===== src/rtl/nco_seq_pkg.sv =====
// nco_seq_pkg: shared definitions for the NCO step sequencer.
//   - Control-word field layout (bit offsets/widths) of the 16-bit datapath word.
//   - Sequencer FSM state type.
package nco_seq_pkg;
  localparam int CTRL_W   = 16;
  localparam int FILT_BIT = 15;
  localparam int INCA_LSB = 8;
  localparam int INCA_W   = 7;
  localparam int BYPB_BIT = 7;
  localparam int AMPB_BIT = 6;
  localparam int INCB_LSB = 0;
  localparam int INCB_W   = 6;

  typedef enum logic {IDLE = 1'b0, PLAY = 1'b1} seq_state_e;

  // Field view of a control word, MSB first.
  typedef struct packed {
    logic              filter_on;
    logic [INCA_W-1:0] incr_a;
    logic              bypass_b;
    logic              amplitude_b;
    logic [INCB_W-1:0] incr_b;
  } ctrl_word_t;
endpackage


===== src/rtl/seq_step_table.sv =====
// seq_step_table: NUM_STEPS x CTRL_W register file.
//   clk, rst_n      : clock, synchronous active-low reset (clears all entries)
//   we/waddr/wdata  : single write port
//   raddr/rdata     : combinational read port; returns pre-write data
module seq_step_table
  import nco_seq_pkg::*;
#(
  parameter int NUM_STEPS = 8,
  parameter int IDX_W     = $clog2(NUM_STEPS)
) (
  input  logic              clk,
  input  logic              rst_n,
  input  logic              we,
  input  logic [IDX_W-1:0]  waddr,
  input  logic [CTRL_W-1:0] wdata,
  input  logic [IDX_W-1:0]  raddr,
  output logic [CTRL_W-1:0] rdata
);
  logic [NUM_STEPS-1:0][CTRL_W-1:0] mem;

  always_ff @(posedge clk) begin
    if (!rst_n)  mem <= '0;
    else if (we) mem[waddr] <= wdata;
  end

  assign rdata = mem[raddr];
endmodule


===== src/rtl/nco_step_sequencer.sv =====
// nco_step_sequencer: plays a table of control words, each held step_len
// cycles, in loop or one-shot mode.
//   clk, rst_n            : clock, synchronous active-low reset
//   cfg_we/addr/data      : table write port (any state)
//   step_len              : hold length per step (0 behaves as 1), sampled at each load
//   last_step, loop       : final index; wrap to 0 (loop) or finish (one-shot)
//   start, stop           : playback control; stop wins over start
//   ctrl_out, step_idx    : registered current word and its index
//   step_strobe           : 1-cycle pulse after each load
//   busy, done            : PLAY indicator, one-shot completion pulse
module nco_step_sequencer
  import nco_seq_pkg::*;
#(
  parameter int NUM_STEPS = 8,
  parameter int LEN_W     = 16,
  parameter int IDX_W     = $clog2(NUM_STEPS)
) (
  input  logic              clk,
  input  logic              rst_n,
  input  logic              cfg_we,
  input  logic [IDX_W-1:0]  cfg_addr,
  input  logic [CTRL_W-1:0] cfg_data,
  input  logic [LEN_W-1:0]  step_len,
  input  logic [IDX_W-1:0]  last_step,
  input  logic              loop,
  input  logic              start,
  input  logic              stop,
  output logic [CTRL_W-1:0] ctrl_out,
  output logic [IDX_W-1:0]  step_idx,
  output logic              step_strobe,
  output logic              busy,
  output logic              done
);
  seq_state_e        state_q, state_d;
  logic [LEN_W-1:0]  cnt_q, cnt_d, len_m1;
  logic [IDX_W-1:0]  idx_q, idx_d, rd_addr;
  logic [CTRL_W-1:0] ctrl_q, ctrl_d, rd_data;
  logic              strobe_q, strobe_d, done_q, done_d;

  // Next table index: advance unless at last_step (or idle), where it is 0.
  // idx+1 wraps naturally at NUM_STEPS-1 since the table depth is 2^IDX_W.
  assign rd_addr = (state_q == PLAY && idx_q != last_step) ? idx_q + 1'b1 : '0;
  // Counter holds L-1 so that a step stays up exactly L cycles; 0 acts as 1.
  assign len_m1  = (step_len == '0) ? '0 : step_len - 1'b1;

  seq_step_table #(.NUM_STEPS(NUM_STEPS), .IDX_W(IDX_W)) u_tbl (
    .clk   (clk),
    .rst_n (rst_n),
    .we    (cfg_we),
    .waddr (cfg_addr),
    .wdata (cfg_data),
    .raddr (rd_addr),
    .rdata (rd_data)
  );

  always_ff @(posedge clk) begin
    if (!rst_n) begin
      state_q  <= IDLE;
      cnt_q    <= '0;
      idx_q    <= '0;
      ctrl_q   <= '0;
      strobe_q <= 1'b0;
      done_q   <= 1'b0;
    end else begin
      state_q  <= state_d;
      cnt_q    <= cnt_d;
      idx_q    <= idx_d;
      ctrl_q   <= ctrl_d;
      strobe_q <= strobe_d;
      done_q   <= done_d;
    end
  end

  always_comb begin
    state_d  = state_q;
    cnt_d    = cnt_q;
    idx_d    = idx_q;
    ctrl_d   = ctrl_q;
    strobe_d = 1'b0;
    done_d   = 1'b0;
    case (state_q)
      IDLE: begin
        ctrl_d = '0;
        if (start && !stop) begin
          state_d  = PLAY;
          idx_d    = '0;
          ctrl_d   = rd_data;
          strobe_d = 1'b1;
          cnt_d    = len_m1;
        end
      end
      PLAY: begin
        if (stop) begin
          state_d = IDLE;
          ctrl_d  = '0;
        end else if (cnt_q != '0) begin
          cnt_d = cnt_q - 1'b1;
        end else if (idx_q != last_step || loop) begin
          idx_d    = rd_addr;
          ctrl_d   = rd_data;
          strobe_d = 1'b1;
          cnt_d    = len_m1;
        end else begin
          state_d = IDLE;
          ctrl_d  = '0;
          done_d  = 1'b1;
        end
      end
      default: state_d = IDLE;
    endcase
  end

  assign ctrl_out    = ctrl_q;
  assign step_idx    = idx_q;
  assign step_strobe = strobe_q;
  assign busy        = (state_q == PLAY);
  assign done        = done_q;
endmodule


===== config.mk =====
export PLATFORM = sky130hd
export DESIGN_NAME = nco_step_sequencer
export DESIGN_NICKNAME = d
export VERILOG_FILES = /design/src/rtl/nco_seq_pkg.sv /design/src/rtl/seq_step_table.sv /design/src/rtl/nco_step_sequencer.sv
export SDC_FILE = /design/constraint.sdc
export NUM_CORES = 1
export LEC_CHECK = 0
export BUFFER_PORTS_ARGS = -buffer_cell sky130_fd_sc_hd__buf_2
export CAP_MARGIN = 40
export CORE_MARGIN = 2
export CORE_UTILIZATION = 54
export CTS_CLUSTER_SIZE = 8
export DETAILED_ROUTE_END_ITERATION = 8
export HOLD_SLACK_MARGIN = 0.02
export PLACE_DENSITY = 0.85
export SYNTH_ARGS = -nofsm -noshare
export SYNTH_HDL_FRONTEND = slang
export SYNTH_SLANG_ARGS = --single-unit

===== constraint.sdc =====
create_clock -name clk -period 2.2 [get_ports clk]
set_clock_uncertainty 0.05 [all_clocks]
set_input_delay 0.44 -clock clk [delete_from_list [all_inputs] [get_ports clk]]
set_output_delay 0.44 -clock clk [all_outputs]
set_load 0.1 [all_outputs]

==> impl_metrics.json, run 1 <==
{
  "ys_ff_latch": 166,
  "finalPower_mw": 7.12,
  "hpwlAfterDp_um": 14500,
  "crit_fanout": 8,
  "yosysTopAreaCell": "dfxtp_1",
  "combPwrFrac": 0.131,
  "die_x_um": 123,
  "holdCritStartpoint": "stop",
  "muxShareOfSynthArea": 0.0486,
  "setup_viol_count_final": 14,
  "cpPeakStageDelay_ns": 0.45,
  "ys_types": 60,
  "hold_buffers": 0,
  "wl_um": 26700,
  "clkSinkCount": 166,
  "cts_tree": "built",
  "netlist_top_cells_area": "dfxtp_1 (44%), nand2_1 (13%), a21oi_1 (8.7%)",
  "synth_nets": 987,
  "core_um2": 13800,
  "synth-simple-area-share": 0.223,
  "grt-ovfl-total": 0,
  "worst-slew-pin-transition_ns": 0.724,
  "synth_area_um2": 7620,
  "yosysMostFrequentCell": "nand2_1",
  "cp-start-kind": "flop",
  "fillers": 919,
  "switchingPower_mw": 1.85,
  "cp.arrival_ns": 2.59,
  "syn_avg_cell_area_um2": 8.12,
  "die_h_um": 123,
  "cp_top_family": "simple AND/OR/NAND/NOR gates",
  "dpl-instance-area_um2": 8680,
  "p_clk_frac": 0.428,
  "synth_warnings": 0,
  "ant_nets": 0,
  "drt-pass1-iter-count": 9,
  "synth_top_family_by_area": "simple AND/OR/NAND/NOR gates",
  "cts_max_level": 4,
  "cts_buffer_depth": 2,
  "period_share": 1.03,
  "synth_ff_type": "dfxtp_1",
  "slowest_stage": "a2111oi_4",
  "fin_ws_ns": -0.0690,
  "route.vias.total": 8097,
  "worst-path-stages": 10,
  "ios": 66,
  "rsz0062_at_grt": "true",
  "path_clk_slew_ns": 0.06,
  "crit_required_ns": 2.53,
  "drv_slew": 0,
  "relSlewSlack": 0.516,
  "stdcell_area_um2": 9980,
  "drc": 2,
  "syn2layout_area_growth_pct": 30.9,
  "ys_async_sr_fraction": 0,
  "r2r_start": "cnt_q[1]",
  "numCtsBuffers": 17,
  "grt_pass1_wl_um": 37300,
  "cts-root-buf": "clkbuf_16",
  "powerDensity_nw_per_um2": 713,
  "grt_max_degree": 135,
  "grt_pass1_vias": 7249,
  "cp_cell_sequence": "inv_2, ha_4, nor4b_4, nand4_2, a2111oi_4, buf_4, nand2b_4, buf_12, nor2_2, a211o_1",
  "violations": "DRC, setup timing",
  "multiInputGateArea_um2": 4420,
  "hp-class": "in2reg",
  "p_sw_frac": 0.260,
  "final_core_util": 0.722,
  "max_clock_freq_mhz": 441,
  "nets": 1109,
  "regArea_um2": 3340,
  "fin_crit_ns": 2.27,
  "via_per_inst": 6.46,
  "synth_edf_count": 0,
  "synth_compound_area_frac": 0.219,
  "detail_route.iter0.violations": 1327,
  "antenna_found_initial": 1,
  "crit_start": "cnt_q[1]",
  "final_layout_size_suffix_gt1_frac": 0.288,
  "synth_fa_ha_area_frac": 0.00656,
  "hold_depth": 2,
  "rows": 43,
  "ys_seq_area_frac": 0.436,
  "port_buffers": 65,
  "hold_viol": 0,
  "yosys.area_share.xor_xnor": 0.0195,
  "maxCapViolCount": 0,
  "status": "finished, violations left",
  "syn_inst": 939,
  "die_area_um2": 15100,
  "pwr-share-seq": 0.441,
  "vdd_drop_max_mv": 0.601,
  "synth_top_area_share": 0.436,
  "wire_per_inst_um": 21.3,
  "worstSetupEndpointType": "flop",
  "synthTopCellsByCount": "nand2_1 (274), dfxtp_1 (166), a21oi_1 (132), nor2_1 (41), clkbuf_1 (40)",
  "leakagePower_nw": 3.70,
  "crit_type": "reg2reg",
  "cp.buffers_inverters": 3,
  "gp_congestion": 0.849,
  "clk_latency_ns": 0.44,
  "grtUsageTotal": 0.319,
  "start_util": 0.551,
  "worstRegToRegCells": 10,
  "p_int_mw": 5.27
}
## per-layer routing
metal  GRT usage  share of wire
met5           0              0
met4       0.140          0.043
met3      0.0632           0.11
met2       0.536           0.48
met1       0.395           0.37
## sequential cells by signal (all words and copies together), names as in the netlist
register     flops
u_tbl.mem      128
cnt_q           16
ctrl_out        16
step_idx         3
busy             1
done             1
step_strobe      1
## path summary, 6_finish.rpt
check                                      end  slack, ns
worst max-delay path              ctrl_out[14]      -0.07
worst min-delay path                      done       0.17
worst max register to register    ctrl_out[14]      -0.07
worst min register to register  u_tbl.mem[106]       0.40
## placed cells by master, fill, tap and decap left out, types with 5 or more instances in the layout
cell type	Yosys	final
nor2_1	41	25
a211oi_2	10	10
nor4_1	5	5
a222oi_1	15	15
clkbuf_16	0	20
nor3_2	1	5
nor3_1	16	11
nand2_1	274	273
buf_4	1	84
nor2_4	0	6
a211o_1	15	15
dfxtp_1	166	160
buf_2	9	67
nand2b_1	6	6
xnor2_1	8	7
mux2i_1	19	19
buf_12	0	11
mux2_2	16	16
a221oi_1	16	5
nor2_2	0	12
a21oi_1	132	131
xor2_1	9	6
a221oi_2	0	8
a32o_1	12	12
buf_6	2	10
nand3_1	6	5
o22ai_1	6	5
o21ai_0	20	15
## what timing repair did
item | 4_1_cts | 5_1_grt
gates resized for setup | 17 | 67
setup buffers | 3 | 20
gates cloned | 2 | 6
setup endpoints to repair | 33 | 34
pin swaps | 9 | 32
## stage by stage
step           hold slack (ns)  cells  setup WS [ns]  TNS (ns)
6_report                 0.169   1254        -0.0690    -0.231
5_1_grt                  0.162   1254         -0.125     -1.48
4_1_cts                  0.159   1227        -0.0144   -0.0154
3_5_place_dp             0.395   1191         -0.287     -6.21
3_3_place_gp             0.388   1190         -0.238     -5.26
2_1_floorplan            0.383    939         -0.118     -1.12
## area by class of cell
cell class	count	share of cell area
multi-input cells	693	0.443
flip-flops and latches	166	0.335
clock buffers	25	0.0508
diodes	1	0.000251
inverters	8	0.00326
well taps	180	0.0226
repair buffers	175	0.137
clock inverters	6	0.00890
## cells by family (layout without fill, tap and decap cells)
family	after synthesis	after routing
flip-flops	166	166
AO/OA/AOI/OAI	248	248
adder cells (fa/ha/maj)	4	4
buffers and inverters	84	214
XOR/XNOR	17	17
multiplexers	35	35
AND/OR/NAND/NOR	385	389
other	0	1
## power by group through the flow
stage | Combinational, mW | Clock (mW) | Sequential, mW
5_1_grt | 0.978 | 3.17 | 3.14
3_5_place_dp | 0.765 | 0 | 3.19
3_3_place_gp | 0.743 | 0 | 3.19
6_report | 0.933 | 3.04 | 3.14
2_1_floorplan | 0.469 | 0 | 3.21
4_1_cts | 0.802 | 3.03 | 3.13
(Power assumes the default switching activity.)
==> run 2, diff against run 1 <==
Clock period 2.2 ns to 2.05 ns, I/O delays scaled along.
==> run 2 against run 1 <==
Compared with the run above: the flow finishes with violations (setup timing); setup slack worse by 0.21 ns; non-clock buffer count is 8 higher; cell area barely moved; die area unchanged; sequential share of layout area about the same; hold slack worse by 0.040 ns; via count increased by 3.1%; critical path type unchanged; critical endpoint is now cnt_q[7]; largest cell class unchanged.
==> impl_metrics.json, run 2 (synthesized netlist as in run 1, its figures left out) <==
{
  "status": "finished, violations left",
  "violations": "setup timing",
  "numCtsBuffers": 17,
  "max_clock_freq_mhz": 430,
  "crit_type": "reg2reg",
  "hold_buffers": 0,
  "r2r_slack_ns": -0.28,
  "p_int_mw": 5.62,
  "clkSinkCount": 166,
  "maxCapViolCount": 0,
  "cpPeakStageDelay_ns": 0.38,
  "die_x_um": 123,
  "hold_end": "done",
  "drv_slew": 0,
  "final_cell_mix": "nand2_1 (271), dfxtp_1 (158), a21oi_1 (131)",
  "hp-class": "in2reg",
  "rr_endpoint": "cnt_q[7]",
  "grt_pass1_wl_um": 40300,
  "fin_crit_ns": 2.33,
  "detail_route.iter0.violations": 1842,
  "stdcell_count": 1262,
  "tns_ns": -6.01,
  "powerDensity_nw_per_um2": 769,
  "setup_viol_count_final": 36,
  "cts-root-buf": "clkbuf_16",
  "grt_pass1_vias": 7814,
  "fin_ws_ns": -0.276,
  "core_um2": 13800,
  "path_clk_slew_ns": 0.07,
  "syn2layout_area_growth_pct": 31.0,
  "gp_congestion": 0.842,
  "antenna_found_initial": 1,
  "final_common_cell": "nand2_1",
  "top_register": "u_tbl.mem",
  "hold_depth": 2,
  "relSlewSlack": 0.585,
  "crit_required_ns": 2.33,
  "rsz0062_at_grt": "true",
  "via_per_inst": 6.62,
  "grtUsageTotal": 0.347,
  "drt-pass1-iter-count": 7,
  "grt-ovfl-total": 0,
  "wl_um": 27200,
  "combPwrFrac": 0.137,
  "finalPower_mw": 7.68,
  "crit_fanout": 6,
  "drc": 0,
  "cp_top_family": "simple AND/OR/NAND/NOR gates",
  "worstRegToRegCells": 9,
  "grt_max_degree": 135,
  "die_h_um": 123,
  "pwr-share-seq": 0.438,
  "r2r_start": "cnt_q[1]",
  "wire_per_inst_um": 21.6,
  "placedCellCount": 1201,
  "cp.arrival_ns": 2.60,
  "hold_viol": 0,
  "cp-start-kind": "flop",
  "die_area_um2": 15100,
  "hpwlAfterDp_um": 14200,
  "worstSetupEndpointType": "flop",
  "ios": 66,
  "nets": 1116,
  "cp_cell_sequence": "inv_2, ha_4, nor4b_4, nand4_2, buf_6, o31a_1, buf_4, and2_4, a32o_1",
  "start_util": 0.551,
  "switchingPower_mw": 2.05,
  "leakagePower_nw": 3.75,
  "cts_max_level": 4,
  "period_share": 1.13,
  "p_clk_frac": 0.425,
  "final_layout_size_suffix_gt1_frac": 0.290,
  "p_sw_frac": 0.268,
  "worst-slew-pin-transition_ns": 0.622,
  "ant_nets": 0,
  "timing.hold.ws_ns": 0.129,
  "route.vias.total": 8351,
  "cts_buffer_depth": 2,
  "rows": 43,
  "cts_tree": "built",
  "vdd_drop_max_mv": 0.731,
  "holdCritStartpoint": "stop",
  "clk_latency_ns": 0.44,
  "cp.buffers_inverters": 3,
  "largest_reg_flops": 128,
  "fillers": 851,
  "port_buffers": 65,
  "slowest_stage": "o31a_1"
}
[run 2: cell types whose count changed in the layout (fill, tap and decap cells not counted), moves of 3 or more]
| cell | change |
|---|---|
| buf_4 | +11 |
| buf_6 | -3 |
| clkbuf_16 | -3 |
| nor2_1 | +13 |
| nor2_2 | -10 |
| nor2_4 | -5 |
[run 2: power by group through the flow]
stage	Clock [mW]	Combinational [mW]	Sequential, mW
floorplan	0	0.514	3.45
global placement	0	0.836	3.42
detailed placement	0	0.858	3.42
CTS	3.22	0.939	3.35
global route	3.36	1.10	3.36
finish	3.26	1.05	3.36
[run 2: stage by stage]
step | setup slack (ns) | cell area [um2] | utilization
4_1_cts | -0.137 | 9830 | 0.711
2_1_floorplan | -0.238 | 7890 | -
6_report | -0.276 | 9980 | 0.722
3_5_place_dp | -0.419 | 8860 | 0.641
5_1_grt | -0.304 | 9980 | 0.722
3_3_place_gp | -0.336 | 8860 | 0.641
[run 2: per-layer routing]
layer | part of all wire | global-route usage | up-vias
li1 | - | - | 3576
met1 | 0.37 | 0.436 | 3878
met2 | 0.45 | 0.537 | 695
met3 | 0.12 | 0.0841 | 202
met4 | 0.057 | 0.211 | 0
met5 | 0 | 0 | -
[run 2: worst max-delay path by stage]
stage                      start           to  slack (ns)  cells after the start
floorplan           step_len[10]     cnt_q[6]       -0.24                      7
global placement    step_len[10]     cnt_q[6]       -0.34                      7
detailed placement  step_len[10]    cnt_q[15]       -0.42                      7
CTS                     cnt_q[1]  ctrl_out[7]       -0.14                     10
global route            cnt_q[1]     cnt_q[7]       -0.30                      9
finish                  cnt_q[1]     cnt_q[7]       -0.28                      9
[run 2: cell type report]
type | count | area [um2] | share of cell area
diodes | 1 | 2.50 | 0.000251
multi-input cells | 692 | 4330 | 0.434
clock buffers | 22 | 474 | 0.0475
clock inverters | 10 | 120 | 0.0120
repair buffers | 183 | 1460 | 0.146
flip-flops and latches | 166 | 3340 | 0.335
inverters | 8 | 32.5 | 0.00326
well taps | 180 | 225 | 0.0226
[run 2: timing repair]
| action | CTS | global route |
|---|---|---|
| gates cloned | 6 | 0 |
| pin swaps | 39 | 34 |
| buffers inserted | 18 | 5 |
| setup endpoints to repair | 34 | 35 |
| gates resized for setup | 33 | 28 |
